## config.mk

```make
export PLATFORM = sky130hd
export DESIGN_NAME = head_ptr_table
export DESIGN_NICKNAME = d
export VERILOG_FILES = /design/src/rtl/head_ptr_table.sv
export SDC_FILE = /design/constraint.sdc
export NUM_CORES = 2
export LEC_CHECK = 0
export BUFFER_PORTS_ARGS = -buffer_cell sky130_fd_sc_hd__buf_2
export CAP_MARGIN = 15
export CORE_UTILIZATION = 60
export CTS_CLUSTER_SIZE = 16
export DETAILED_ROUTE_END_ITERATION = 10
export PLACE_DENSITY = 0.8
export SYNTH_ARGS = -nofsm -noshare
export SYNTH_HDL_FRONTEND = slang
export SYNTH_SLANG_ARGS = --single-unit
```

## constraint.sdc

```tcl
create_clock -name clk_i -period 10.79 [get_ports clk_i]
set_input_delay 2.6975 -clock clk_i [delete_from_list [all_inputs] [get_ports clk_i]]
set_output_delay 2.6975 -clock clk_i [all_outputs]
set_load 0.005 [all_outputs]
```

## src/rtl/head_ptr_table.sv

```systemverilog
// Bucket head-pointer table: {valid, ptr} per bucket, engine write port, clear sequencer, lookup pipeline.
// Latency: lookup accepted in cycle t appears on out_* in t+RAM_LATENCY+1 (HEAD_PTR_TABLE_BYPASS_EN adds write forwarding).
// Backpressure: credit-based lookup_ready_o (in-flight + queued < FIFO_DEPTH); engine writes have no backpressure.

// Small registered FIFO; storage is reset so the head reads zero out of reset.
// Latency: one cycle push to out_vld. Backpressure: caller guarantees no push when full.
module hpt_fifo #(
    parameter int WIDTH = 8,
    parameter int DEPTH = 4,
    parameter int CNT_W = $clog2(DEPTH + 1)
) (
    input  logic             clk_i,
    input  logic             rst_i,
    input  logic             in_vld,
    input  logic [WIDTH-1:0] in_dat,
    output logic             out_vld,
    input  logic             out_rdy,
    output logic [WIDTH-1:0] out_dat,
    output logic [CNT_W-1:0] count
);
    localparam int PTR_W = (DEPTH > 1) ? $clog2(DEPTH) : 1;

    logic [WIDTH-1:0] mem_q [DEPTH];
    logic [PTR_W-1:0] wr_ptr_q, wr_ptr_d, rd_ptr_q, rd_ptr_d;
    logic [CNT_W-1:0] count_q, count_d;
    logic             pop;

    assign out_vld = (count_q != '0);
    assign out_dat = mem_q[rd_ptr_q];
    assign count   = count_q;
    assign pop     = out_vld && out_rdy;

    always_comb begin
        wr_ptr_d = wr_ptr_q;
        rd_ptr_d = rd_ptr_q;
        if (in_vld) wr_ptr_d = (wr_ptr_q == PTR_W'(DEPTH - 1)) ? '0 : wr_ptr_q + PTR_W'(1);
        if (pop)    rd_ptr_d = (rd_ptr_q == PTR_W'(DEPTH - 1)) ? '0 : rd_ptr_q + PTR_W'(1);
        count_d = count_q + CNT_W'(in_vld) - CNT_W'(pop);
    end

    always_ff @(posedge clk_i or negedge rst_i) begin
        if (!rst_i) begin
            wr_ptr_q <= '0;
            rd_ptr_q <= '0;
            count_q  <= '0;
            for (int i = 0; i < DEPTH; i++) mem_q[i] <= '0;
        end else begin
            wr_ptr_q <= wr_ptr_d;
            rd_ptr_q <= rd_ptr_d;
            count_q  <= count_d;
            if (in_vld) mem_q[wr_ptr_q] <= in_dat;
        end
    end
endmodule

module head_ptr_table #(
    parameter int BUCKET_WIDTH  = 8,
    parameter int PTR_WIDTH     = 10,
    parameter int PAYLOAD_WIDTH = 64,
    parameter int RAM_LATENCY   = 2
) (
    input  logic                     clk_i,
    input  logic                     rst_i,
    input  logic [BUCKET_WIDTH-1:0]  lookup_bucket_i,
    input  logic [PAYLOAD_WIDTH-1:0] lookup_payload_i,
    input  logic                     lookup_valid_i,
    output logic                     lookup_ready_o,
    output logic [BUCKET_WIDTH-1:0]  out_bucket_o,
    output logic [PAYLOAD_WIDTH-1:0] out_payload_o,
    output logic [PTR_WIDTH-1:0]     out_head_ptr_o,
    output logic                     out_head_ptr_val_o,
    output logic                     out_valid_o,
    input  logic                     out_ready_i,
    input  logic [BUCKET_WIDTH-1:0]  wr_addr_i,
    input  logic [PTR_WIDTH-1:0]     wr_data_ptr_i,
    input  logic                     wr_data_ptr_val_i,
    input  logic                     wr_en_i,
    input  logic                     clear_ram_run_i,
    output logic                     clear_ram_done_o
);
    localparam int DEPTH      = 1 << BUCKET_WIDTH;
    localparam int FIFO_DEPTH = RAM_LATENCY + 2;
    localparam int CNT_W      = $clog2(FIFO_DEPTH + 1);
    localparam int ENT_W      = PTR_WIDTH + 1;
    localparam int FIFO_W     = BUCKET_WIDTH + PAYLOAD_WIDTH + ENT_W;

    typedef enum logic {IDLE, CLEAR} state_t;

    state_t                  state_q, state_d;
    logic [BUCKET_WIDTH-1:0] clear_addr_q, clear_addr_d;
    logic                    ram_we;
    logic [BUCKET_WIDTH-1:0] ram_waddr;
    logic [ENT_W-1:0]        ram_wdat, ram_rdat, push_ent;
    logic [ENT_W-1:0]        mem [DEPTH];
    logic [ENT_W-1:0]        ram_rd_q [RAM_LATENCY];
    logic [CNT_W-1:0]        fifo_count, in_flight;
    logic [CNT_W:0]          credit_used;
    logic                    lookup_fire;
    logic [FIFO_W-1:0]       fifo_out_dat;

    logic [RAM_LATENCY-1:0]   pipe_vld_q, pipe_vld_d;
    logic [BUCKET_WIDTH-1:0]  pipe_bucket_q [RAM_LATENCY];
    logic [BUCKET_WIDTH-1:0]  pipe_bucket_d [RAM_LATENCY];
    logic [PAYLOAD_WIDTH-1:0] pipe_payload_q [RAM_LATENCY];
    logic [PAYLOAD_WIDTH-1:0] pipe_payload_d [RAM_LATENCY];

    always_comb begin
        state_d          = state_q;
        clear_addr_d     = clear_addr_q;
        clear_ram_done_o = 1'b0;
        case (state_q)
            IDLE: begin
                if (clear_ram_run_i) begin
                    state_d      = CLEAR;
                    clear_addr_d = '0;
                end
            end
            CLEAR: begin
                // A fresh request restarts the sweep rather than finishing the old one.
                if (clear_ram_run_i) begin
                    clear_addr_d = '0;
                end else if (clear_addr_q == '1) begin
                    clear_ram_done_o = 1'b1;
                    state_d          = IDLE;
                end else begin
                    clear_addr_d = clear_addr_q + BUCKET_WIDTH'(1);
                end
            end
            default: state_d = IDLE;
        endcase
    end

    always_comb begin
        ram_we    = (state_q == CLEAR) ? 1'b1 : wr_en_i;
        ram_waddr = (state_q == CLEAR) ? clear_addr_q : wr_addr_i;
        ram_wdat  = (state_q == CLEAR) ? '0 : {wr_data_ptr_val_i, wr_data_ptr_i};
    end

    always_comb begin
        in_flight = '0;
        for (int i = 0; i < RAM_LATENCY; i++) in_flight = in_flight + CNT_W'(pipe_vld_q[i]);
        credit_used = {1'b0, in_flight} + {1'b0, fifo_count};
    end

    // Credits come from registered counts, so a pop frees its slot one cycle later.
    assign lookup_ready_o = rst_i && (state_q == IDLE) && (credit_used < (CNT_W + 1)'(FIFO_DEPTH));
    assign lookup_fire    = lookup_valid_i && lookup_ready_o;

    always_comb begin
        pipe_vld_d[0]     = lookup_fire;
        pipe_bucket_d[0]  = lookup_bucket_i;
        pipe_payload_d[0] = lookup_payload_i;
        for (int i = 1; i < RAM_LATENCY; i++) begin
            pipe_vld_d[i]     = pipe_vld_q[i-1];
            pipe_bucket_d[i]  = pipe_bucket_q[i-1];
            pipe_payload_d[i] = pipe_payload_q[i-1];
        end
    end

    always_ff @(posedge clk_i or negedge rst_i) begin
        if (!rst_i) begin
            state_q      <= IDLE;
            clear_addr_q <= '0;
            pipe_vld_q   <= '0;
            for (int i = 0; i < RAM_LATENCY; i++) begin
                pipe_bucket_q[i]  <= '0;
                pipe_payload_q[i] <= '0;
            end
        end else begin
            state_q      <= state_d;
            clear_addr_q <= clear_addr_d;
            pipe_vld_q   <= pipe_vld_d;
            for (int i = 0; i < RAM_LATENCY; i++) begin
                pipe_bucket_q[i]  <= pipe_bucket_d[i];
                pipe_payload_q[i] <= pipe_payload_d[i];
            end
        end
    end

    // Simple dual-port RAM, read-old-data on a same-cycle collision; contents are not reset.
    always_ff @(posedge clk_i) begin
        if (ram_we) mem[ram_waddr] <= ram_wdat;
        if (lookup_fire) ram_rd_q[0] <= mem[lookup_bucket_i];
        for (int i = 1; i < RAM_LATENCY; i++) ram_rd_q[i] <= ram_rd_q[i-1];
    end

    assign ram_rdat = ram_rd_q[RAM_LATENCY-1];

`ifdef HEAD_PTR_TABLE_BYPASS_EN
    logic [RAM_LATENCY-1:0] fwd_hit_q, fwd_hit_d;
    logic [ENT_W-1:0]       fwd_dat_q [RAM_LATENCY];
    logic [ENT_W-1:0]       fwd_dat_d [RAM_LATENCY];

    // Each stage snoops the write of its own cycle; the final stage is past the read window.
    always_comb begin
        fwd_hit_d[0] = ram_we && (ram_waddr == lookup_bucket_i);
        fwd_dat_d[0] = ram_wdat;
        for (int i = 1; i < RAM_LATENCY; i++) begin
            if (ram_we && (ram_waddr == pipe_bucket_q[i-1])) begin
                fwd_hit_d[i] = 1'b1;
                fwd_dat_d[i] = ram_wdat;
            end else begin
                fwd_hit_d[i] = fwd_hit_q[i-1];
                fwd_dat_d[i] = fwd_dat_q[i-1];
            end
        end
    end

    always_ff @(posedge clk_i or negedge rst_i) begin
        if (!rst_i) begin
            fwd_hit_q <= '0;
            for (int i = 0; i < RAM_LATENCY; i++) fwd_dat_q[i] <= '0;
        end else begin
            fwd_hit_q <= fwd_hit_d;
            for (int i = 0; i < RAM_LATENCY; i++) fwd_dat_q[i] <= fwd_dat_d[i];
        end
    end

    assign push_ent = fwd_hit_q[RAM_LATENCY-1] ? fwd_dat_q[RAM_LATENCY-1] : ram_rdat;
`else
    assign push_ent = ram_rdat;
`endif

    hpt_fifo #(
        .WIDTH (FIFO_W),
        .DEPTH (FIFO_DEPTH),
        .CNT_W (CNT_W)
    ) u_out_fifo (
        .clk_i   (clk_i),
        .rst_i   (rst_i),
        .in_vld  (pipe_vld_q[RAM_LATENCY-1]),
        .in_dat  ({pipe_bucket_q[RAM_LATENCY-1], pipe_payload_q[RAM_LATENCY-1], push_ent}),
        .out_vld (out_valid_o),
        .out_rdy (out_ready_i),
        .out_dat (fifo_out_dat),
        .count   (fifo_count)
    );

    assign {out_bucket_o, out_payload_o, out_head_ptr_val_o, out_head_ptr_o} = fifo_out_dat;
endmodule

```

==> After elaboration in Yosys (flattened, before gate mapping) <==
Memory sizes are Yosys's and may differ from the RTL's.
Index checks and enable logic that the tools add are counted.
{ "totals": {"regBits": 494, "latch_bits": 0, "ram_bits": 2838, "mem_bits_ro": 0, "in_bits": 97, "out_inout_bits": 86, "elab_cells": 68, "memories": 2} }
{ "op_classes": {"addsub": 7, "n_mul": 0, "n_div": 0, "n_lt_le_gt_ge": 4, "n_eq_ne": 5, "n_shift": 0, "n_mux": 26, "bitwise_logic": 3, "reduce_logical": 7} }
{ "mem_list": {"columns": ["name", "words", "width", "read_ports", "rd_ports_with_merged_regs", "wr", "line", "source"], "rows": [
  ["mem", 256, 11, 1, 0, 1, "94", "logic [ENT_W-1:0] mem [DEPTH];"],
  ["ram_rd_q", 2, 11, 2, 0, 2, "95", "logic [ENT_W-1:0] ram_rd_q [RAM_LATENCY];"]
]} }
{ "ops": {"columns": ["cell", "n"], "rows": [
  ["$bwmux 332", 1],
  ["$mux 83", 3],
  ["$bmux 83 s2", 1],
  ["$demux 83 s2", 1],
  ["$mux 8", 4],
  ["$pmux 8 s2", 1],
  ["$mux 1", 11],
  ["$mux 11", 1],
  ["$add 8x1->8 const B", 1],
  ["$eq 8x8->1 const B", 1],
  ["$ge 3x3->1 const B", 2],
  ["$not 2->3", 2],
  ["$logic_and 1x1->1", 5],
  ["$add 2x1->2 const B", 2],
  ["$add 2x3->4", 1],
  ["$eq 2x2->1 const B", 2],
  ["$lt 4x3->1 const B", 1],
  ["$mux 2", 2],
  ["$add 3x1->3", 1],
  ["$lt 3x1->1 const B", 1],
  ["$ne 3x3->1 const B", 1],
  ["$reduce_bool 3->1", 1],
  ["$sub 3x1->3", 1],
  ["$add 1x1->2", 1],
  ["other kinds (4)", 4]
]} }

==> Logic depth before layout (Yosys ltp) <==
{ "logic_depth": {"ltp_word": 7, "mapped_depth": 11, "mapped_depth_nobuf": 9} }

==> Cells and area by module <==
From an unflattened synthesis, not the netlist that was laid out.
{ "unflattened": {"cells_unflattened": 6084, "area_unflattened_um2": 128064.1} }
{ "modules_own_cells": {"columns": ["module", "instances", "cells_each", "area_each_um2", "seq_area_each_um2"], "rows": [
  ["head_ptr_table", 1, 5245, 113187.3, 88990.3],
  ["hpt_fifo", 1, 839, 14876.8, 8483.1]
]} }

==> Least setup slack after synthesis <==
No wires, ideal clock.
{ "synth_path": {"path_kind": "input to register", "startpoint": "input port wr_data_ptr_i[0]", "endpoint": "memory mem[0][0] (netlist name) (data pin)", "setup_ns": 1.447, "arrival_time_ns": 8.842, "t_required_ns": 9.343, "path_slack_ns": 0.501, "path_stages": 1, "n_path_buf": 0, "path_cell_list": "nor2b_1"} }
{ "synth_via": {"elab_chain_cells": 1} }
{ "synth_lines": {"columns": ["item", "line", "source"], "rows": [
  ["start, declared", "75", "input logic [PTR_WIDTH-1:0] wr_data_ptr_i,"],
  ["$mux 11", "136", "ram_wdat = (state_q == CLEAR) ? '0 : {wr_data_ptr_val_i, wr_data_ptr_i};"],
  ["end, declared", "94", null]
]} }
Every way passes these cells.

==> Worst setup path in the final report <==
{ "layout_path": {"startpoint": "input port clear_ram_run_i", "endpoint": "output port clear_ram_done_o"} }
{ "layout_via": {"elab_chain_cells": 2} }
{ "layout_lines": {"columns": ["item", "line", "source"], "rows": [
  ["start, declared", "78", "input logic clear_ram_run_i,"],
  ["$mux 1", "120", "if (clear_ram_run_i) begin"],
  ["$mux 1", "111", "case (state_q)"],
  ["end, declared", "79", "output logic clear_ram_done_o"]
]} }
Every way passes these cells.

==> results.md <==
* WP data arrival at 3.99 ns
* Design area at 143100 um^2
* Die Ht at 463.5 um
* I/O pins at 183
* Final hold slack at 0.3257 ns
* Slew headroom at 0.9304%
* Die span in x at 463.5 um
* Antenna Nets Post-Route at 0
* Synth Area in XOR/XNOR at 0.01371%
* Nets@finish at 6592
* Sequential share of the synthesized area at 76.27%
* Post-Syn Nets at 6195
* Final setup margin at 4.106 ns
* Final core occ at 67.53%
* DP Cell Count at 8910
* Finish-stage setup viols at 0
* Slew Limit Fails at 0
* EDFF count, synth at 2827
* Largest family of logic cells by synthesized area: multiplexers
* Final period util at 61.95%
* Layout cells sized above 1 at 30.31%
* Setup Total Neg Slack at 0 ns
* Post-CTS sizing at 0
* CP Capture Type: primary output
* Synth unique cells at 68
* Top-area cell type share of the netlist area at 66.42%
* GRT Resource Usage Total at 29.32%
* Crit path time final at 6.684 ns
* Final setup skew at 0.06319 ns
* Clock buffer depth at 4
* Root Driver: clkbuf_16
* CTS buffer count at 338
* Fmax at 0.1496 GHz
* First DRT Iteration DRCs at 9600
* Vias per Instance at 6.867
* GPL Wtd Cong at 0.8719
* First-pass GRT wire length at 459.6 mm
* Die area at 214900 um^2
* TritonCTS Sinks at 3332
* Initial core utilization at 60.32%
* Post-synthesis register bit count at 3332
* Post-synthesis compound-gate area fraction at 3.300%
* Worst Setup Start Kind: input port
* Post-synth ARST share at 14.83%
* Place WS at 3.611 ns
* WL per Instance at 32.98 um
* Status: completed
* Max-capacitance violation count at 0
* Detailed Place HPWL at 175.3 mm
* CTS tree: yes
* Cell Pwr Density at 185.4 nW/um^2
* Tot Pwr at 26.53 mW
* Clk_lat worst skew at 0.97 ns
* Synth warn at 0
* Placed Area at 132100 um^2
* 1st-pass router iterations at 9
* Critical Path Most Common Cell: buf_2
* Ys flop type: edfxtp_1
* CP peak stage delay at 0.66 ns
* Post-synthesis mux area share at 16.69%
* Hold Crit Class: reg2reg
* CP bufs+invs at 2
* Vias at 65640
* Post-CTS setup buffer count at 0
* Drt drc at 0
* CP Class: in2out
* Initial antenna violation count at 13
* Critical Path RT at 8.09 ns
* Cell count after synthesis at 6087
* Fin cells at 9558
* Largest net degree at the start of global routing at 256
* Drt total wl at 315.3 mm
* Clk slew on worst S/H paths at 0.06 ns
* Mapped Area at 127800 um^2
* Synth Area in Simple Gates at 2.025%
* CP max stage cell: nor4_1
* Worst slew pin tran at 1.486 ns
* Max VDD drop at 175.3 uV
* Post-Synth Adder-Cell Area at 0.1136%
* Most frequent cells in the layout: 2827 x edfxtp_1, 688 x mux4_2, 491 x dfrtp_1
* RSZ-0062 raised after global routing: false
* Cell row count at 169
* Core ar. at 211900 um^2
* Input/output buffers at 182
* Commonest non-fill, non-tap cell in the layout: edfxtp_1
* Area Overhead vs Synth at 11.96%
* Hold Fails Final Rpt at 0
* CP cell instances: buf_2 > nand2b_1 > nor4_1 > buf_2
* Leak at 49.38 nW
* Area leader, netlist: edfxtp_1
* CP max FO at 7
* GRT overflow at 0
* Syn_area_per_cell at 21.00 um^2
* Vias in the first global route at 66760
* # hold bufs at CTS at 0
* Htree depth at 5
* Largest cells by area after synthesis: edfxtp_1 66%, mux4_2 12%, dfrtp_1 9.7%, mux2_2 3.6%, a22oi_1 1.3%
* Crit path max-delay family: simple AND/OR/NAND/NOR gates
[worst paths after layout]
kind	slack, ns	end	from	cells past startpoint
worst max register to register	6.43	mem[217][2]	state_q	5
worst min-delay path	0.33	pipe_payload_q[59]	pipe_payload_d[59]	0
worst min register to register	0.33	pipe_payload_q[59]	pipe_payload_d[59]	0
worst max-delay path	4.11	clear_ram_done_o	clear_ram_run_i	4
max in group asynchronous	6.49	pipe_payload_q[40]	rst_i	3
min in group asynchronous	1.87	pipe_payload_q[60]	rst_i	1
[synthesized netlist by cell type (11+ instances only)]
master	instances
buf_2	101
nand3_1	29
nor3_1	34
a22o_1	22
a221oi_1	17
buf_4	44
a222oi_1	19
edfxtp_1	2827
o22ai_1	28
nor2_1	292
buf_1	14
clkbuf_1	163
nor2b_1	21
mux2i_1	115
inv_1	15
a41oi_1	11
o21ai_0	25
a22oi_1	222
nor4_1	27
buf_6	33
dfrtp_1	494
dfxtp_1	11
nand2_1	73
mux4_2	688
nor4_2	15
mux2_2	411
a21oi_1	148
o221ai_1	44
[layer usage]
metal  up-vias  part of all wire (%)  global-route usage (%)
li1      25910                     -                       -
met1     33980                    35                   39.21
met2      4857                    48                   46.48
met3       882                    11                   6.732
met4        14                   5.1                   13.29
met5         -                 0.042                  0.1783
[power breakdown]
group,leakage (nW),switching [mW],internal (mW)
clock,5.14,4.80,6.50
sequential,32.8,0.122,13.9
combinational,11.4,0.709,0.534
total,49.4,5.63,20.9
[worst register-to-register path: stages (launching register included)]
cell,delay (ns)
dfrtp_2,0.42
buf_4,0.35
nand2b_1,0.28
o21ai_0,0.96
nand2_1,0.79
nor2_1,1.15
[cells by family after synthesis]
family                   Yosys count
XOR/XNOR                           2
adder cells (fa/ha/maj)           11
multiplexers                    1218
buffers and inverters            378
flip-flops                      3332
AND/OR/NAND/NOR                  549
AO/OA/AOI/OAI                    597
[sequential cells by signal, summed over array words and instances, names as in the netlist]
name and flops:
pipe_payload_q 64, pipe_vld_q 2, pipe_bucket_d 8, u_out_fifo.wr_ptr_q 2, u_out_fifo.count 3, clear_addr_q 8
mem 2816, ram_rd_q 22, u_out_fifo.mem_q 332, pipe_payload_d 64, u_out_fifo.rd_ptr_q 2, state_q 1
pipe_bucket_q 8
[area by class of cell]
class	instances	area, um^2
clock buffers	421	8966
clock inverters	165	1489
multi-input cells	2377	28500
repair buffers	419	3044
flip-flops and latches	3332	97480
well taps	2821	3530
fillers	12330	68790
diodes	7	17.52
inverters	16	60.06
(Power assumes the default switching activity.)
